==> src/rtl/cdb_arbiter.sv <==
// ---------------------------------------------------------------------------
// cdb_arbiter
//
// Purpose:
//   Common-data-bus arbiter for an out-of-order core. Each producer channel
//   owns a one-entry holding slot (full flag, tag, data). Every cycle in which
//   the bus is not stalled, one full slot is picked round-robin. Its tag and
//   data are broadcast on the registered cdb_* outputs, and the slot is freed.
//
// Configuration macro:
//   CDB_BACK_TO_BACK_EN  - when defined, a slot being granted this cycle also
//                          reports ready. It can reload on the same edge, so
//                          each channel sustains one result per cycle.
//                          When undefined, req_ready is a pure register
//                          output, and each channel peaks at one result every
//                          two cycles.
//
// Parameters:
//   NUM_CH  - number of producer channels (2..8)
//   DATA_W  - result data width
//   TAG_W   - reservation-station tag width
//
// Ports:
//   clk        in   clock, all state on rising edge
//   rst        in   asynchronous active-high reset
//   req_valid  in   [NUM_CH]         per-channel result offered
//   req_ready  out  [NUM_CH]         per-channel slot can accept
//   req_tag    in   [NUM_CH*TAG_W]   channel i at [i*TAG_W +: TAG_W]
//   req_data   in   [NUM_CH*DATA_W]  channel i at [i*DATA_W +: DATA_W]
//   cdb_stall  in   consumers not ready; bus, pointer and full flags hold
//   cdb_valid  out  broadcast present on the bus
//   cdb_tag    out  [TAG_W]  broadcast tag
//   cdb_data   out  [DATA_W] broadcast data
//   cdb_src    out  [SRC_W]  index of the winning channel
// ---------------------------------------------------------------------------
module cdb_arbiter #(
    parameter int NUM_CH = 4,
    parameter int DATA_W = 4,
    parameter int TAG_W  = 3,
    localparam int SRC_W = ($clog2(NUM_CH) > 1) ? $clog2(NUM_CH) : 1
) (
    input  logic                     clk,
    input  logic                     rst,
    input  logic [NUM_CH-1:0]        req_valid,
    output logic [NUM_CH-1:0]        req_ready,
    input  logic [NUM_CH*TAG_W-1:0]  req_tag,
    input  logic [NUM_CH*DATA_W-1:0] req_data,
    input  logic                     cdb_stall,
    output logic                     cdb_valid,
    output logic [TAG_W-1:0]         cdb_tag,
    output logic [DATA_W-1:0]        cdb_data,
    output logic [SRC_W-1:0]         cdb_src
);

    // Slot state
    logic [NUM_CH-1:0] full_q;
    logic [NUM_CH-1:0] full_d;
    logic [TAG_W-1:0]  tag_q  [NUM_CH];
    logic [DATA_W-1:0] data_q [NUM_CH];

    // Round-robin search start
    logic [SRC_W-1:0]  rr_ptr_q;
    logic [SRC_W-1:0]  rr_ptr_d;

    // Registered bus outputs
    logic              cdb_valid_q;
    logic [TAG_W-1:0]  cdb_tag_q;
    logic [DATA_W-1:0] cdb_data_q;
    logic [SRC_W-1:0]  cdb_src_q;

    // Arbitration results
    logic [NUM_CH-1:0] grant;
    logic              gnt_any;
    logic [SRC_W-1:0]  gnt_idx;
    logic [NUM_CH-1:0] accept;

    // Round-robin pick among full slots. The search starts at rr_ptr_q and
    // wraps modulo NUM_CH. NUM_CH need not be a power of two, so the wrap is
    // explicit. A stalled bus issues no grant at all.
    always_comb begin
        int idx;
        grant   = '0;
        gnt_any = 1'b0;
        gnt_idx = '0;
        idx     = 0;
        if (!cdb_stall) begin
            for (int k = 0; k < NUM_CH; k++) begin
                idx = int'(rr_ptr_q) + k;
                if (idx >= NUM_CH) begin
                    idx = idx - NUM_CH;
                end
                if (!gnt_any && full_q[idx]) begin
                    gnt_any    = 1'b1;
                    gnt_idx    = SRC_W'(idx);
                    grant[idx] = 1'b1;
                end
            end
        end
    end

`ifdef CDB_BACK_TO_BACK_EN
    // A slot draining this edge may refill on the same edge.
    assign req_ready = ~full_q | grant;
`else
    // Ready depends only on flop state, never on inputs.
    assign req_ready = ~full_q;
`endif

    assign accept = req_valid & req_ready;

    // An accept wins over a grant on the same slot. That overlap only occurs
    // in back-to-back mode, where the slot stays full with the new payload.
    always_comb begin
        full_d = full_q;
        for (int i = 0; i < NUM_CH; i++) begin
            if (accept[i]) begin
                full_d[i] = 1'b1;
            end else if (grant[i]) begin
                full_d[i] = 1'b0;
            end
        end
    end

    always_comb begin
        rr_ptr_d = rr_ptr_q;
        if (gnt_any) begin
            if (gnt_idx == SRC_W'(NUM_CH - 1)) begin
                rr_ptr_d = '0;
            end else begin
                rr_ptr_d = gnt_idx + SRC_W'(1);
            end
        end
    end

    // Control and bus state. With no grant, the bus keeps its last tag, data
    // and source. It drops valid only when the bus is not stalled.
    always_ff @(posedge clk or posedge rst) begin
        if (rst) begin
            full_q      <= '0;
            rr_ptr_q    <= '0;
            cdb_valid_q <= 1'b0;
            cdb_tag_q   <= '0;
            cdb_data_q  <= '0;
            cdb_src_q   <= '0;
        end else begin
            full_q   <= full_d;
            rr_ptr_q <= rr_ptr_d;
            if (gnt_any) begin
                cdb_valid_q <= 1'b1;
                cdb_tag_q   <= tag_q[gnt_idx];
                cdb_data_q  <= data_q[gnt_idx];
                cdb_src_q   <= gnt_idx;
            end else if (!cdb_stall) begin
                cdb_valid_q <= 1'b0;
            end
        end
    end

    // Slot payload. It is only read while its full flag is set, so it needs
    // no reset.
    always_ff @(posedge clk) begin
        for (int i = 0; i < NUM_CH; i++) begin
            if (accept[i]) begin
                tag_q[i]  <= req_tag[i*TAG_W +: TAG_W];
                data_q[i] <= req_data[i*DATA_W +: DATA_W];
            end
        end
    end

    assign cdb_valid = cdb_valid_q;
    assign cdb_tag   = cdb_tag_q;
    assign cdb_data  = cdb_data_q;
    assign cdb_src   = cdb_src_q;

endmodule
==> config.mk <==
export PLATFORM = sky130hd
export DESIGN_NAME = cdb_arbiter
export DESIGN_NICKNAME = d
export VERILOG_FILES = /design/src/rtl/cdb_arbiter.sv
export SDC_FILE = /design/constraint.sdc
export NUM_CORES = 1
export LEC_CHECK = 0
export ABC_AREA = 1
export CAP_MARGIN = 0
export CORE_UTILIZATION = 40
export DETAILED_ROUTE_END_ITERATION = 6
export PLACE_DENSITY = 0.76
export SLEW_MARGIN = 20
export SYNTH_ARGS = -nofsm -noshare
export SYNTH_HDL_FRONTEND = slang
export SYNTH_SLANG_ARGS = --single-unit
==> constraint.sdc <==
create_clock -name clk -period 5.8 [get_ports clk]
set_input_delay 0.58 -clock clk [delete_from_list [all_inputs] [get_ports clk]]
set_output_delay 0.58 -clock clk [all_outputs]
set_load 0.02 [all_outputs]
**Word level (Yosys, flattened, before mapping)**

Memories as Yosys holds them, arrays and structs flattened. A register that Yosys moved wholly into a read port is not among the register bits.
Cells that the tools add are included.

- Reduce and logical (&&, ||, !) cells: 14
- Mux-type cells: 68
- Add/subtract/negate cells: 8
- $lt $le $gt $ge: 12
- Eq/ne operators: 2
- Bitwise gates (word level): 5

Operator list:

| kind | count |
|---|---|
| two-way mux 32 bit | 8 |
| >= comparator 32 x 1 -> 1 bit (second input constant) | 4 |
| less-than comparator 32 x 4 -> 1 bit (second input constant) | 4 |
| two-way mux 1 bit | 38 |
| two-way mux 4 bit | 8 |
| two-way mux 2 bit | 6 |
| OR 4 bit | 3 |
| subtractor 3 x 3 -> 4 bit (second input constant) | 3 |
| >= comparator 3 bit (second input constant) | 3 |
| binary-select mux 1 bit (select 2 bit) | 4 |
| demux 1 bit (select 2 bit) | 4 |
| nonzero test 2 bit | 4 |
| logical AND 1 bit | 7 |
| adder 2 x 2 -> 3 bit (second input constant) | 2 |
| AND 4 bit | 1 |
| inverter 4 bit | 1 |
| subtractor 2 x 3 -> 4 bit (second input constant) | 1 |
| adder 2 x 1 -> 3 bit (second input constant) | 1 |
| >= comparator 2 x 3 -> 1 bit (second input constant) | 1 |
| logical NOT 1 bit | 3 |
| adder 2 x 1 -> 2 bit (second input constant) | 1 |
| == test 2 bit (second input constant) | 1 |
| inequality test 2 x 1 -> 1 bit (second input constant) | 1 |

- Input bits: 35
- Bits in writable memories: 28
- Flip-flop bits (word level): 9
- Memories: 2
- Output and inout port bits: 14
- Logic and storage cells: 118

Memory list:

| name | words | width | read ports | clocked after memory_dff | wr ports | line | RTL |
|---|---|---|---|---|---|---|---|
| data_q | 4 | 4 | 1 | 1 | 4 | 59 | `logic [DATA_W-1:0] data_q [NUM_CH];` |
| tag_q | 4 | 3 | 1 | 1 | 4 | 58 | `logic [TAG_W-1:0] tag_q [NUM_CH];` |

**Depth between registers and ports, before layout**

Gate-level depths: netlist (run 1).

- Depth in word-level cells: 22
- Depth in mapped cells: 16

**Worst setup path after synthesis (run 1)**

No wires, ideal clock.

- Kind: register to register
- From: register rr_ptr_q[0]
- To: register rr_ptr_q[1]
- Setup slack: 3.620 ns
- Cell stages (with the launch flop): 15
- Arrival: 2.052 ns
- Period minus slack after synthesis: 2.180 ns
- Required time: 5.673 ns
- Path through: dfrtp_1 > buf_6 > inv_6 > ha_1 > inv_1 > nand3_1 > nand2_1 > nand4_2 > nand2_4 > inv_4 > nand2_4 > inv_1 > ha_1 > nand2_1 > o21ai_0

- Longest elaborated chain between the ends: 22
- Elaborated cells between the ends (all ways): 53

RTL lines:

| what | line | RTL |
|---|---|---|
| start, declared | 62 | `logic [SRC_W-1:0] rr_ptr_q;` |
| start signal, assigned | 147 | `rr_ptr_q <= rr_ptr_d;` |
| subtractor 2 x 3 -> 4 bit / >= comparator 2 x 3 -> 1 bit (equally long branches) | 90, 89 |  |
| two-way mux 32 bit | 89 | `if (idx >= NUM_CH) begin` |
| two-way mux 32 bit | 86 | `if (!cdb_stall) begin` |
| binary-select mux 1 bit (select 2 bit) | 92 | `if (!gnt_any && full_q[idx]) begin` |
| two-way mux 1 bit (not written as such) (2 in series) | 92 |  |
| two-way mux 1 bit | 92 |  |
| two-way mux 1 bit | 86 |  |
| logical NOT 1 bit | 92 |  |
| [6 not listed] | n/a |  |
| two-way mux 1 bit | 86 |  |
| logical NOT 1 bit | 92 |  |
| logical AND 1 bit | 92 |  |
| two-way mux 2 bit (*) | 92 |  |
| two-way mux 2 bit (*) | 86 |  |
| named net gnt_idx[0] | 74 | `logic [SRC_W-1:0] gnt_idx;` |
| adder 2 x 1 -> 2 bit / == test 2 bit (equally long branches) | 130, 127 |  |
| two-way mux 2 bit (*) | 127 | `if (gnt_idx == SRC_W'(NUM_CH - 1)) begin` |

Mark *: on every way through the listed nets, which the timed path passes. The rest lies on a longest branch. The select of a mux whose other input is x is not followed.
A chain may end at the register's enable or synchronous reset.

**Worst setup path in the final report (run 1)**

- From: register rr_ptr_q[0]
- To: register rr_ptr_q[0]

Same word-level chain as after synthesis.

==> run metrics, run 1 <==
Synth area leaders edfxtp_1, dfrtp_1, nand2_1; Worst Hold Class flop to flop; CTS tree yes; area fraction of the dominant cell type after synthesis 0.361; maximum clock rate 361 MHz; GP Congestion 0.837; # setup viols final 0; Pint 0.000871 W; CP endpoint kind flop; Residual DRC 0; fin. max-slew vios 0; clock share of power 0.110; Post-CTS Setup Bufs 0; # Max-Cap Violations 0; area of the die 6140 um^2; register area 1240 um^2; input/output buffers 48; initial DRC count 96; total power draw 0.00166 W; DR WL/cell 12.6 um; initial core utilization 0.418; Ports 49; Clock Latency Late Sink 290 ps; syn nets 285; # nets final 336; Clock Skew 3.87 ps; CP startpoint rr_ptr_q[0]; actual slew at the worst max-slew pin 608 ps; Chip Width 78.4 um; Top Layer Used met4; Required @ worst endpoint 6030 ps; H-tree depth 2; hold path start tag_q[3][2]; Seq cells post-synth 44; initial antenna violation count 0; CTS Hold Bufs 0; core footprint 5570 um^2; critical setup path kind flop to flop; post-detailed-routing wire length 4640 um; area of the multi-input gates 910 um^2; via-per-instance ratio 4.85; Post-DP HPWL 3690 um; Sw Share 0.474; status finished clean; post-route ant nets 0; FILL cells 534; pin count of the biggest net entering global routing 24; antenna fix cells 0; syn avg cell area 9.52 um^2; Peak VDD IR 233 uV; post-synth cell types 29; Mapped Cells 245; clk root buf clkbuf_8; combinational power share 0.589; CTS clk-pin slew, worst paths 80 ps; crit-path cells inv_6 -> ha_1 -> inv_1 -> nand3_1 -> nand2_1 -> nand4_2 -> nand2_4 -> inv_4 -> nand2_4 -> inv_1 -> ha_1 -> nor3_1 -> a21oi_1 -> inv_1; Final Util 0.529; Reg power frac 0.301; wire length on met1 2190 um; Final Critical Period 2770 ps; total clock sinks 44; cell row count 27; via count 1788; register area share after synthesis 0.532; vias in the first global route 1782; CP max FO 23; Crit path largest cell delay 620 ps; CTS resizes 0; routed wl met3 239 um; Leakage Power 1.35 nW; Rel. slew slack 0.594; Sum Neg Setup Slack 0 ps; Fin. Hold Viols 0; final worst path period share 0.478; synthesized cell area 2330 um^2; CTS buffer count 5; global-route wire length before repair 8110 um; sw power 0.000786 W; crit-path most repeated cell inv_1; Initial DRT Pass Iterations 4; GRT Resource Usage Total 0.172; Worst setup SP type flop; RSZ-0062 raised after global routing no; Die Y 78.4 um; critical path's slowest cell dfrtp_1; Clock Tree Buf Depth 2; largest area contributor in the netlist edfxtp_1; synth warn 0; layout cells sized above 1 0.125; wire length on met2 2190 um; Worst R2R Start rr_ptr_q[0]; power per standard cell area 562 nW/um^2; gr ovfl total 0; CP arrival 3010 ps; P&R area growth vs syn 26.4%
area by class of cell:
type                            count  area share
Sequential cell                    44       0.421
Clock inverter                      2     0.00424
Timing Repair Buffer               48       0.163
Multi-Input combinational cell    161       0.308
Clock buffer                        6      0.0246
Tap cell                           72      0.0305
Inverter                           36      0.0484
flip-flops by register name, summed over array words and instances (netlist names):
| name | flops |
|---|---|
| cdb_data | 4 |
| tag_q | 12 |
| full_q | 4 |
| cdb_tag | 3 |
| cdb_valid | 1 |
| cdb_src | 2 |
| rr_ptr_q | 2 |
| data_q | 16 |
metal layers:
metal  vias up  global-route usage
li1        900                   -
met1       832               0.239
met2        53               0.275
met3         3              0.0407
met4         0              0.0315
met5         -                   0
layout by cell type, fill, tap and decap left out, drive strengths merged:
cell type	instances
nand2	95
clkdlybuf4s50	48
inv	36
nand3	32
edfxtp	28
dfrtp	16
clkbuf	6
nor2	6
ha	5
o211ai	4
a21oi	4
o21ai	4
a22oi	3
nand3b	2
or2	2
nand4	2
o21a	1
nor3	1
clkinvlp	1
clkinv	1
critical path: cells and delay by family, from the launching register on:
| kind | cells | cell delay, ps |
|---|---|---|
| AO/OA/AOI/OAI | 1 | 60 |
| buffers and inverters | 5 | 520 |
| flip-flops | 1 | 620 |
| adder cells (fa/ha/maj) | 2 | 570 |
| AND/OR/NAND/NOR | 6 | 950 |
final timing paths:
path | to | slack [ps] | depth (start not counted)
max reg2reg | rr_ptr_q[0] | 3030 | 14
min | cdb_tag[2] | 490 | 2
min in group asynchronous | rr_ptr_q[1] | 670 | 2
max | rr_ptr_q[0] | 3030 | 14
max in group asynchronous | cdb_tag[2] | 4740 | 2
min reg2reg | cdb_tag[2] | 490 | 2
power by group through the flow:
stage,sequential [W],clock [W],combinational [W]
3_3_place_gp,0.000501,0,0.000962
5_1_grt,0.000508,0.000202,0.00109
2_1_floorplan,0.000519,0,0.000724
3_5_place_dp,0.000506,0,0.000977
6_report,0.000499,0.000182,0.000976
4_1_cts,0.000499,0.000191,0.000979
cells by family (layout without fill, tap and decap cells):
kind of cell	count (synthesis)	after routing	share of synthesized area
AOI/OAI and AO/OA	16	16	0.0429
adders and majority gates	5	5	0.0268
buffers and inverters	40	92	0.0778
DFF	44	44	0.532
and+or+nand+nor	140	140	0.320
synthesized netlist by cell type:
library cell / number
nand2_1: 80
nand3_1: 30
inv_1: 29
edfxtp_1: 28
dfrtp_1: 16
nand2_2: 9
ha_1: 5
inv_2: 5
nand2_4: 5
a21oi_1: 4
o211ai_1: 4
a22oi_1: 3
buf_6: 3
nor2_4: 3
o21ai_1: 3
nand3_4: 2
nand3b_1: 2
nor2_8: 2
or2_1: 2
buf_2: 1
inv_4: 1
inv_6: 1
nand2_8: 1
nand4_1: 1
nand4_2: 1
nor2_1: 1
nor3_1: 1
o21a_1: 1
o21ai_0: 1
through the flow:
stage | cell area [um^2] | hold slack [ps] | setup WS (ps) | std cells
floorplan | 2330 | 443 | 3620 | 245
global placement | 2860 | 462 | 3170 | 361
detailed placement | 2860 | 474 | 3050 | 361
CTS | 2950 | 497 | 3020 | 369
global route | 2950 | 525 | 2750 | 369
finish | 2950 | 492 | 3030 | 369
(Power assumes the default switching activity.)
==> run 2: changes to the inputs <==
==> constraint.sdc (replaced) <==
create_clock -name clk -period 2.9 [get_ports clk]
set_input_delay 0.29 -clock clk [delete_from_list [all_inputs] [get_ports clk]]
set_output_delay 0.29 -clock clk [all_outputs]
set_load 0.02 [all_outputs]
==> run 2 against run 1 <==
Fmax is 12% higher; global-route usage is 0.21 points higher; design area is 0.47% higher; flip-flop and latch count stayed put; wire length is 2.8% higher; sequential share of layout area is 0.20 points lower; worst setup slack worse by 2600 ps; core utilization is 0.25 points higher; first-iteration DRC count is 1.0% higher; final cell count is 0.54% higher; highest routed layer unchanged.
==> run metrics, run 2 (synthesized netlist as in run 1, its figures left out) <==
status finished clean; Residual DRC 0 (unchanged); post-route ant nets 0 (unchanged); Sum Neg Setup Slack 0 ps (unchanged); # nets final 338 (+0.60%); Initial DRT Pass Iterations 4 (unchanged); fin. max-slew vios 0 (unchanged); CP endpoint kind flop; Top Registers data_q (16), tag_q (12); Post-DP HPWL 3820 um (+3.4%); Leakage Power 1.35 nW (+0.52%); Worst R2R Start rr_ptr_q[1]; GRT Resource Usage Total 0.174 (+0.00214); CP max FO 22 (-4.3%); # Max-Cap Violations 0 (unchanged); Sw Share 0.473 (-0.000958); CTS buffer count 5 (unchanged); Post-CTS Setup Bufs 0 (unchanged); RSZ-0062 raised after global routing no; Clock Tree Buf Depth 2 (unchanged); CTS Hold Bufs 0 (unchanged); global-route wire length before repair 8040 um (-0.85%); Final Util 0.532 (+0.00247); Reg power frac 0.290 (-0.011); Chip Width 78.4 um (unchanged); most frequent cells in the layout nand2_1, clkdlybuf4s50_1, nand3_1; hold slack final 367 ps (-124 ps); via count 1772 (-0.89%); via-per-instance ratio 4.78 (-1.4%); CP startpoint rr_ptr_q[1]; Fin. Hold Viols 0 (unchanged); Die Y 78.4 um (unchanged); Clock Skew 2.20 ps (-1.67 ps); Peak VDD IR 466 uV (+100%); Worst setup SP type flop; maximum clock rate 405 MHz (+12%); total power draw 0.00335 W (+100%); initial antenna violation count 0 (unchanged); DR WL/cell 12.9 um (+2.2%); cell row count 27 (unchanged); CTS clk-pin slew, worst paths 80 ps (about the same); H-tree depth 2 (unchanged); Required @ worst endpoint 3090 ps (-2940 ps); area of the die 6140 um^2 (unchanged); sw power 0.00159 W (+100%); # setup viols final 0 (unchanged); CTS resizes 0 (unchanged); core footprint 5570 um^2 (unchanged); Most flops, register data_q; post-detailed-routing wire length 4770 um (+2.8%); initial DRC count 97 (+1.0%); GP Congestion 0.878 (+4.9%); Ports 49 (unchanged); Largest register FFs 16 (unchanged); actual slew at the worst max-slew pin 593 ps (-14.5 ps); clk root buf clkbuf_8; Rel. slew slack 0.604 (+0.00965); final worst path period share 0.852 (+0.374); CP arrival 2660 ps (-350 ps); Pint 0.00177 W (+100%); gr ovfl total 0 (unchanged); P&R area growth vs syn 27.0%; total clock sinks 44 (unchanged); critical setup path kind flop to flop; combinational power share 0.600 (+0.011); pin count of the biggest net entering global routing 23 (-4.2%); layout cells sized above 1 0.127 (+0.00251); antenna fix cells 0 (unchanged); initial core utilization 0.418 (unchanged); power per standard cell area 1130 nW/um^2 (+100%); Worst Hold Class input pin to asynchronous set/reset pin; most common cell after layout, fill and taps aside nand2_1; input/output buffers 48 (unchanged); Final Critical Period 2470 ps (-301 ps); CTS tree yes; clock share of power 0.110 (about the same); reg2reg path depth 15 (+1); Clock Latency Late Sink 290 ps (about the same); vias in the first global route 1726 (-3.1%)
## run 2: cell types whose count changed in the layout (fill, tap and decap cells not counted), sizes merged
| cell | previous run | this run |
|---|---|---|
| buf | 0 | 2 |
## run 2: final timing paths
| kind | to | slack [ps] |
|---|---|---|
| max in group asynchronous | cdb_data[3] | 2150 |
| hold reg to reg | cdb_tag[2] | 490 |
| hold / removal | cdb_src[0] | 370 |
| setup reg to reg | cdb_tag[0] | 430 |
| min in group clk | cdb_tag[2] | 490 |
| setup / recovery | cdb_tag[0] | 430 |
## run 2: area by class of cell
| class | instances | area [um^2] |
|---|---|---|
| clock buffer | 6 | 72.6 |
| clock inverter | 2 | 11.3 |
| fill | 511 | 2610 |
| inverter | 36 | 143 |
| multi-input combinational | 161 | 910 |
| sequential | 44 | 1240 |
| tap | 72 | 90.1 |
| timing repair buffer | 50 | 495 |
## run 2: power groups by stage
stage	clock [W]	combinational, W	sequential, W
4_1_cts	0.000376	0.00202	0.000975
2_1_floorplan	0	0.00145	0.00104
3_3_place_gp	0	0.00197	0.000981
3_5_place_dp	0	0.00201	0.000988
6_report	0.000369	0.00201	0.000973
5_1_grt	0.000397	0.00223	0.000991
## run 2: through the flow
step	std cells	setup slack (ps)	cell area, um^2
CTS	371	440	2960
global route	371	195	2960
floorplan	245	720	2330
detailed placement	363	466	2880
finish	371	428	2960
global placement	363	526	2880
## run 2: critical path, cell delays in order, from the launching register on
cell,delay (ps)
dfrtp_1,490
inv_2,130
ha_1,360
inv_1,130
nand3_1,80
nand2_1,150
nand4_2,150
nand2_4,190
inv_4,90
nand2_4,60
buf_4,220
nand2_1,80
nand3_1,80
nand2_1,60
nand2_1,60
nand2_1,50
## run 2: routing by layer
layer | GRT usage | up-vias | part of all wire | wire length (um)
met1 | 0.221 | 812 | 0.44 | 2120
met3 | 0.0384 | 4 | 0.051 | 244
met4 | 0.0611 | 0 | 0.010 | 48
met5 | 0 | - | 0 | 0
li1 | - | 901 | - | -
met2 | 0.292 | 55 | 0.49 | 2360
==> run 3: changes to the inputs <==
--- a/config.mk
+++ b/config.mk
@@ -6,6 +6,7 @@
 export NUM_CORES = 1
 export LEC_CHECK = 0
 export ABC_AREA = 1
+export ABC_CLOCK_PERIOD_IN_PS = 2900
 export CAP_MARGIN = 0
 export CORE_UTILIZATION = 40
 export DETAILED_ROUTE_END_ITERATION = 6
==> results of run 3 <==
Same layout as run 2: the final DEF is identical, and so are final timing and power.
